==> config.mk <==
export PLATFORM = sky130hd
export DESIGN_NAME = wb_select_stage
export DESIGN_NICKNAME = d
export VERILOG_FILES = /design/src/rtl/wb_select_stage.sv
export SDC_FILE = /design/constraint.sdc
export NUM_CORES = 1
export LEC_CHECK = 0
export ABC_AREA = 0
export CAP_MARGIN = 15
export CORE_MARGIN = 1.5
export CORE_UTILIZATION = 41
export DETAILED_ROUTE_END_ITERATION = 10
export PLACE_DENSITY_LB_ADDON = 0.2
export SLEW_MARGIN = 20
export SYNTH_ARGS = -nofsm -noshare
export SYNTH_HDL_FRONTEND = slang
export SYNTH_SLANG_ARGS = --single-unit
==> constraint.sdc <==
create_clock -name clk -period 2.9 [get_ports clk]
set_input_delay 0.29 -clock clk [delete_from_list [all_inputs] [get_ports clk]]
set_output_delay 0.29 -clock clk [all_outputs]
set_load 0.05 [all_outputs]
==> src/rtl/wb_select_stage.sv <==
// wb_select_stage: NSRC-way writeback selector with load extraction/extension,
// registered output with stall, sticky error flags and a retire counter.
module wb_select_stage #(
  parameter int unsigned WIDTH = 32,
  parameter int unsigned NSRC  = 4,
  parameter int unsigned SEL_W = (NSRC > 1) ? $clog2(NSRC) : 1
) (
  input  logic                  clk,
  input  logic                  rst,
  input  logic [NSRC*WIDTH-1:0] inSrc,
  input  logic [SEL_W-1:0]      mSel,
  input  logic                  inValid,
  input  logic                  inRegWrite,
  input  logic [4:0]            inRegDst,
  input  logic [1:0]            inLoadSize,
  input  logic                  inLoadSigned,
  input  logic [1:0]            inAddrLow,
  input  logic                  stall,
  output logic [WIDTH-1:0]      mWrite,
  output logic [4:0]            outRegDst,
  output logic                  outRegWrite,
  output logic                  outValid,
  output logic                  errSel,
  output logic                  errAlign,
  output logic [31:0]           retireCount
);

  localparam int unsigned WORD_W = 32;
  localparam int unsigned HALF_W = 16;
  localparam int unsigned BYTE_W = 8;
  localparam int unsigned CNT_W  = 32;

  logic              selInRange;
  logic              isLoad;
  logic [WIDTH-1:0]  selData;
  logic [WORD_W-1:0] loadWord;
  logic [HALF_W-1:0] loadHalf;
  logic [BYTE_W-1:0] loadByte;
  logic [WORD_W-1:0] loadRaw;
  logic [WIDTH-1:0]  keepMask;
  logic              signBit;
  logic              misalign;
  logic [WIDTH-1:0]  loadExt;
  logic [WIDTH-1:0]  dataNext;
  logic              selErrNext;
  logic              alignErrNext;
  logic              regWriteNext;

  // Plain source selection; out-of-range selects leave selData at zero.
  always_comb begin
    selInRange = 1'b0;
    selData    = '0;
    for (int unsigned k = 0; k < NSRC; k++) begin
      if (32'(mSel) == k) begin
        selInRange = 1'b1;
        selData    = inSrc[k*WIDTH +: WIDTH];
      end
    end
  end

  // Load lane extraction, alignment check and sign/zero extension from source 1.
  always_comb begin
    loadWord = inSrc[WIDTH +: WORD_W];
    loadHalf = inAddrLow[1] ? loadWord[31:16] : loadWord[15:0];
    case (inAddrLow)
      2'd0:    loadByte = loadWord[7:0];
      2'd1:    loadByte = loadWord[15:8];
      2'd2:    loadByte = loadWord[23:16];
      default: loadByte = loadWord[31:24];
    endcase
    loadRaw  = loadWord;
    signBit  = loadWord[WORD_W-1];
    keepMask = WIDTH'({WORD_W{1'b1}});
    misalign = |inAddrLow;
    case (inLoadSize)
      2'b01: begin
        loadRaw  = WORD_W'(loadHalf);
        signBit  = loadHalf[HALF_W-1];
        keepMask = WIDTH'({HALF_W{1'b1}});
        misalign = inAddrLow[0];
      end
      2'b10: begin
        loadRaw  = WORD_W'(loadByte);
        signBit  = loadByte[BYTE_W-1];
        keepMask = WIDTH'({BYTE_W{1'b1}});
        misalign = 1'b0;
      end
      default: ;
    endcase
    loadExt = WIDTH'(loadRaw);
    if (inLoadSigned && signBit) begin
      loadExt = loadExt | ~keepMask;
    end
  end

  // Final data mux, error detection and qualified write enable.
  always_comb begin
    isLoad = (mSel == SEL_W'(1));
    if (!selInRange) begin
      dataNext = '0;
    end else if (isLoad) begin
      dataNext = loadExt;
    end else begin
      dataNext = selData;
    end
    selErrNext   = inValid & ~selInRange;
    alignErrNext = inValid & isLoad & misalign;
    regWriteNext = inValid & inRegWrite & (|inRegDst) & selInRange & ~(isLoad & misalign);
  end

  // Output pipeline register with stall hold; sticky flags and retire counter.
  always_ff @(posedge clk) begin
    if (rst) begin
      mWrite      <= '0;
      outRegDst   <= '0;
      outRegWrite <= 1'b0;
      outValid    <= 1'b0;
      errSel      <= 1'b0;
      errAlign    <= 1'b0;
      retireCount <= '0;
    end else if (!stall) begin
      mWrite      <= dataNext;
      outRegDst   <= inRegDst;
      outRegWrite <= regWriteNext;
      outValid    <= inValid;
      errSel      <= errSel | selErrNext;
      errAlign    <= errAlign | alignErrNext;
      if (regWriteNext) begin
        retireCount <= retireCount + CNT_W'(1);
      end
    end
  end

endmodule

Word level (Yosys, flattened, before mapping)
Index checks and enable logic that the tools add are counted.

storage, ports and cells
  input port bits = 145
  logic and storage cells = 52
  register bits after elaboration = 73

cells by class
  equality and inequality tests = 7
  reduce and logical (&&, ||, !) cells = 6
  mux-type cells = 16
  add/sub/neg operators = 1
  bitwise operators = 15

operators with widths
  cell                   number
  $mux 32                6
  $pmux 32 s2            2
  $add 32x1->32 const B  1
  $not 32->32            1
  $or 32x32->32          1
  $pmux 8 s3             1
  $mux 16                1
  $and 1x1->1            8
  $eq 2x2->1 const B     4
  $eq 2x1->1 const B     3
  $reduce_or 5->1        1
  $logic_not 2->1        2
  $mux 1                 4
  $pmux 1 s2             2
  $not 1->1              3
  $or 1x1->1             2
  $reduce_and 2->1       1
  $reduce_or 2->1        1
  $logic_and 1x1->1      1

Logic depth before layout (Yosys ltp)
  depth after elaboration = 8
  mapped depth = 10
  mapped depth without buffers = 7

Worst setup path before layout
Ideal clock, no wire load.

  path kind = input -> register
  from = input inLoadSize[0]
  to = register retireCount[11]
  cell stages on the path = 9
  buffers on the path = 2
  arrival time = 2.263 ns
  setup slack = 0.567 ns
  data required time = 2.830 ns
  library setup time = 0.070 ns
  cells stage by stage = inv_1 ha_1 buf_6 o21a_1 o21a_1 or4_4 buf_6 or3_1 a21oi_1

on the way
  cells in the longest elaborated chain, start to end = 6

RTL lines
  item                                             RTL line  text
  start: declaration                               15        input logic [1:0] inLoadSize,
  $eq 2x2->1 / $eq 2x1->1 (equally long branches)  75        case (inLoadSize)
  $pmux 1 s2 *                                     75
  $and 1x1->1 *                                    108       regWriteNext = inValid & inRegWrite & (|inRegDst) & selInRange & ~(isLoad & misalign);
  $not 1->1 *                                      108
  $and 1x1->1 *                                    108
  $reduce_and 2->1 (no source line) *              --
  end signal: assignment                           129       retireCount <= retireCount + CNT_W'(1);
  end: declaration                                 25        output logic [31:0] retireCount

Every way passes the cells marked *; elsewhere a longest branch is shown, timed or not.
A chain may end at the register's enable or synchronous reset.

Final worst setup path
  from = input inLoadSize[0]
  to = register retireCount[28]

The elaborated chain is that of the path after synthesis.

==> run_results.csv <==
group,metric,value,unit
detailed_routing,drc,0,
floorplanning,num_rows,37,
global_route,grt_max_degree,69,
clocking,post_cts_buffers,0,
clocking,cts.reportedPaths.clkPinSlew,80,ps
pwr,powerDensity,408,mW/mm²
cells_and_area,nFillCells,920,
placed_design,placed_cell_area,0.00676,mm²
global_route,overflow,0,
synth,syn-cell-area,0.00447,mm²
synth,yosysWarnings,0,
sta,relSlewSlack,46.7,%
placed_design,hpwl,12400,µm
cells_and_area,final_nets,921,
synth,synth_cell_types,52,
cells_and_area,areaGrowthSynthToFinish,57.0,%
synth,synth_ff_type,"dfxtp_1",
setup_path,r2r_start,"retireCount[5]",
pwr,peakVddDrop,0.297,mV
clocking,insertion_delay,360,ps
floorplanning,initial_core_util,42.7,%
setup_path,critPathRequiredTime,3190,ps
setup_path,reg2reg_slack,660,ps
synth,syn_avg_cell_area,7.87,µm²
setup_path,crit_path_end_kind,"register",
clocking,numClockSinks,73,
clocking,ctsHoldBuffers,0,
setup_path,start_kind,"primary input",
setup_path,path_max_fanout,11,
synth,synth_edf_count,0,
global_route,antenna_found_initial,0,
floorplanning,die_w,107,µm
sta,clock-skew-final,5.21,ps
floorplanning,io_pins,218,
sta,hold_viol,0,
detailed_routing,first_iter_violations,435,
synth,yosys_register_bits,73,
placed_design,place.gp.congestion,0.964,
pwr,p_leak,2.44,nW
sta,rsz0062_at_grt,"false",
cells_and_area,design_area,0.00702,mm²
clocking,cts-root-buf,"clkbuf_8",
detailed_routing,vias,5220,
cells_and_area,drive_above_1_share,10.2,%
pwr,power,0.00287,W
cells_and_area,postLayoutCoreUtil,67.1,%
floorplanning,fp.dieH,107,µm
sta,setup_viol,0,
run,max_cap_viol_count,0,
detailed_routing,firstDrtPassIters,5,
detailed_routing,wirelength,16100,µm
setup_path,worst-setup-path-type,"in2reg",
worst_hold_path,hold_start,"stall",
worst_hold_path,min_path_cells,4,
clocking,numCtsBuffers,9,
floorplanning,die_area,0.0115,mm²
sta,drv_slew,0,
synth,synth_nets,717,
clocking,htreeDepth,3,
placed_design,io_buffers,217,
global_route,track_usage,27.0,%
floorplanning,core-area,0.0105,mm²
worst_hold_path,min_to,"outValid",
clocking,cts_tree,"done",
global_route,grt_pass1_vias,5048,
sta,clock.fmax,389,MHz
setup_path,arrival,2860,ps
setup_path,reg2reg_depth,5,
detailed_routing,ant_nets,0,
synth,synthArstFlopShare,0,%
detailed_routing,wl_per_cell,17.7,µm
detailed_routing,via_per_inst,5.71,
synth,syn-instance-count,568,
synth,ys_seq_area_share,32.7,%
sta,worst_slew_pin_slew,797,ps
sta,finalSetupTns,0,ps
setup_path,reg2reg_to,"retireCount[27]",
worst_hold_path,hold_path.class,"in2reg",
clocking,cts_max_path_buffers,2,
clocking,cts_resized,0,
status,status,"finished clean",
global_route,grt_first_pass_wirelength,24700,µm
sta,min_period,2570,ps
sta,fin_crit_sh,88.6,%
==> routing by layer <==
metal  vias up  routed length, µm  global-route usage, %
met1      2431               6600                   32.1
met2       252               7650                   45.4
met4         0                365                   10.8
li1       2505                  -                      -
met3        32               1530                   7.99
met5         -                  0                      0
==> power breakdown <==
group / internal [W] / total, W / switching [W]
Sequential: 0.00105 / 0.00107 / 0.0000253
Clock: 0.000597 / 0.00100 / 0.000405
Combinational: 0.000375 / 0.000791 / 0.000416
Total: 0.00202 / 0.00287 / 0.000846
==> worst max path at each step <==
stage	cells past startpoint	end	start	slack [ps]
2_1_floorplan	9	retireCount[11]	inLoadSize[0]	570
3_3_place_gp	9	retireCount[28]	inLoadSize[0]	50
3_5_place_dp	9	retireCount[28]	inLoadSize[0]	-50
4_1_cts	9	retireCount[28]	inLoadSize[0]	340
5_1_grt	9	retireCount[30]	inLoadSize[0]	190
6_report	9	retireCount[28]	inLoadSize[0]	330
==> cells in the final DEF (no fill, tap or decap), types with 14 or more instances in the layout <==
| cell type | Yosys | layout |
|---|---|---|
| a21oi_1 | 54 | 54 |
| buf_4 | 0 | 18 |
| clkdlybuf4s50_1 | 0 | 214 |
| dfxtp_1 | 73 | 73 |
| mux2_2 | 37 | 37 |
| mux2i_1 | 14 | 14 |
| nand2_1 | 70 | 70 |
| nand4_1 | 14 | 14 |
| nor2_1 | 44 | 44 |
| o21ai_0 | 30 | 30 |
| o22ai_1 | 21 | 21 |
| o31ai_1 | 19 | 19 |
| or3_1 | 14 | 14 |
==> area by class of cell <==
class,instances,area [µm²],area share [%]
multi-input combinational,441,2800,39.8
sequential,73,1460,20.8
clock buffer,10,138,1.96
antenna,1,2.50,0.0357
inverter,12,45.0,0.642
clock inverter,6,115,1.64
tap,136,170,2.42
timing repair buffer,235,2290,32.7
==> state kept, by name, indices dropped and copies added, names as in the netlist <==
name	count
errSel	1
outRegDst	5
outRegWrite	1
outValid	1
mWrite	32
retireCount	32
errAlign	1
==> critical path, cell delays in order <==
cell	delay (ps)
clkdlybuf4s50_1	480
inv_1	60
ha_1	320
o21a_1	210
o21a_1	250
or3_1	520
buf_4	220
or3_1	350
a21oi_1	150
==> Yosys cell counts (5+ instances only) <==
cell	number	area [µm²]
dfxtp_1	73	1460
nand2_1	70	263
a21oi_1	54	270
nor2_1	44	165
mux2_2	37	417
clkbuf_1	33	124
o21ai_0	30	150
o22ai_1	21	131
o31ai_1	19	143
mux2i_1	14	140
nand4_1	14	87.6
or3_1	14	87.6
inv_1	12	45.0
nor2b_1	12	75.1
nand3_1	10	50.1
xnor2_1	10	87.6
o211ai_1	7	52.6
o21ai_1	7	35.0
a2111oi_0	6	52.6
nor3_1	6	30.0
nor4_1	6	37.5
a221oi_1	5	43.8
and2_1	5	31.3
buf_2	5	25.0
or4_1	5	37.5
==> kinds of logic (layout without fill, tap and decap cells) <==
kind of cell | after synthesis | count (layout) | synth area share [%]
and+or+nand+nor | 205 | 205 | 22.9
AOI/OAI and AO/OA | 168 | 168 | 23.2
DFF | 73 | 73 | 32.7
buffers and inverters | 54 | 263 | 5.01
muxes | 53 | 53 | 13.0
xor gates and xnor gates | 11 | 11 | 2.15
adders and majority gates | 4 | 4 | 1.12
other | 0 | 1 | 0
==> metrics by stage <==
stage          cells  hold slack (ps)  setup slack, ps
2_1_floorplan    568              434              567
3_3_place_gp     897              433             50.7
3_5_place_dp     897              443            -51.4
4_1_cts          913              305              340
5_1_grt          913              331              192
6_report         914              312              330
(Power assumes the default switching activity.)
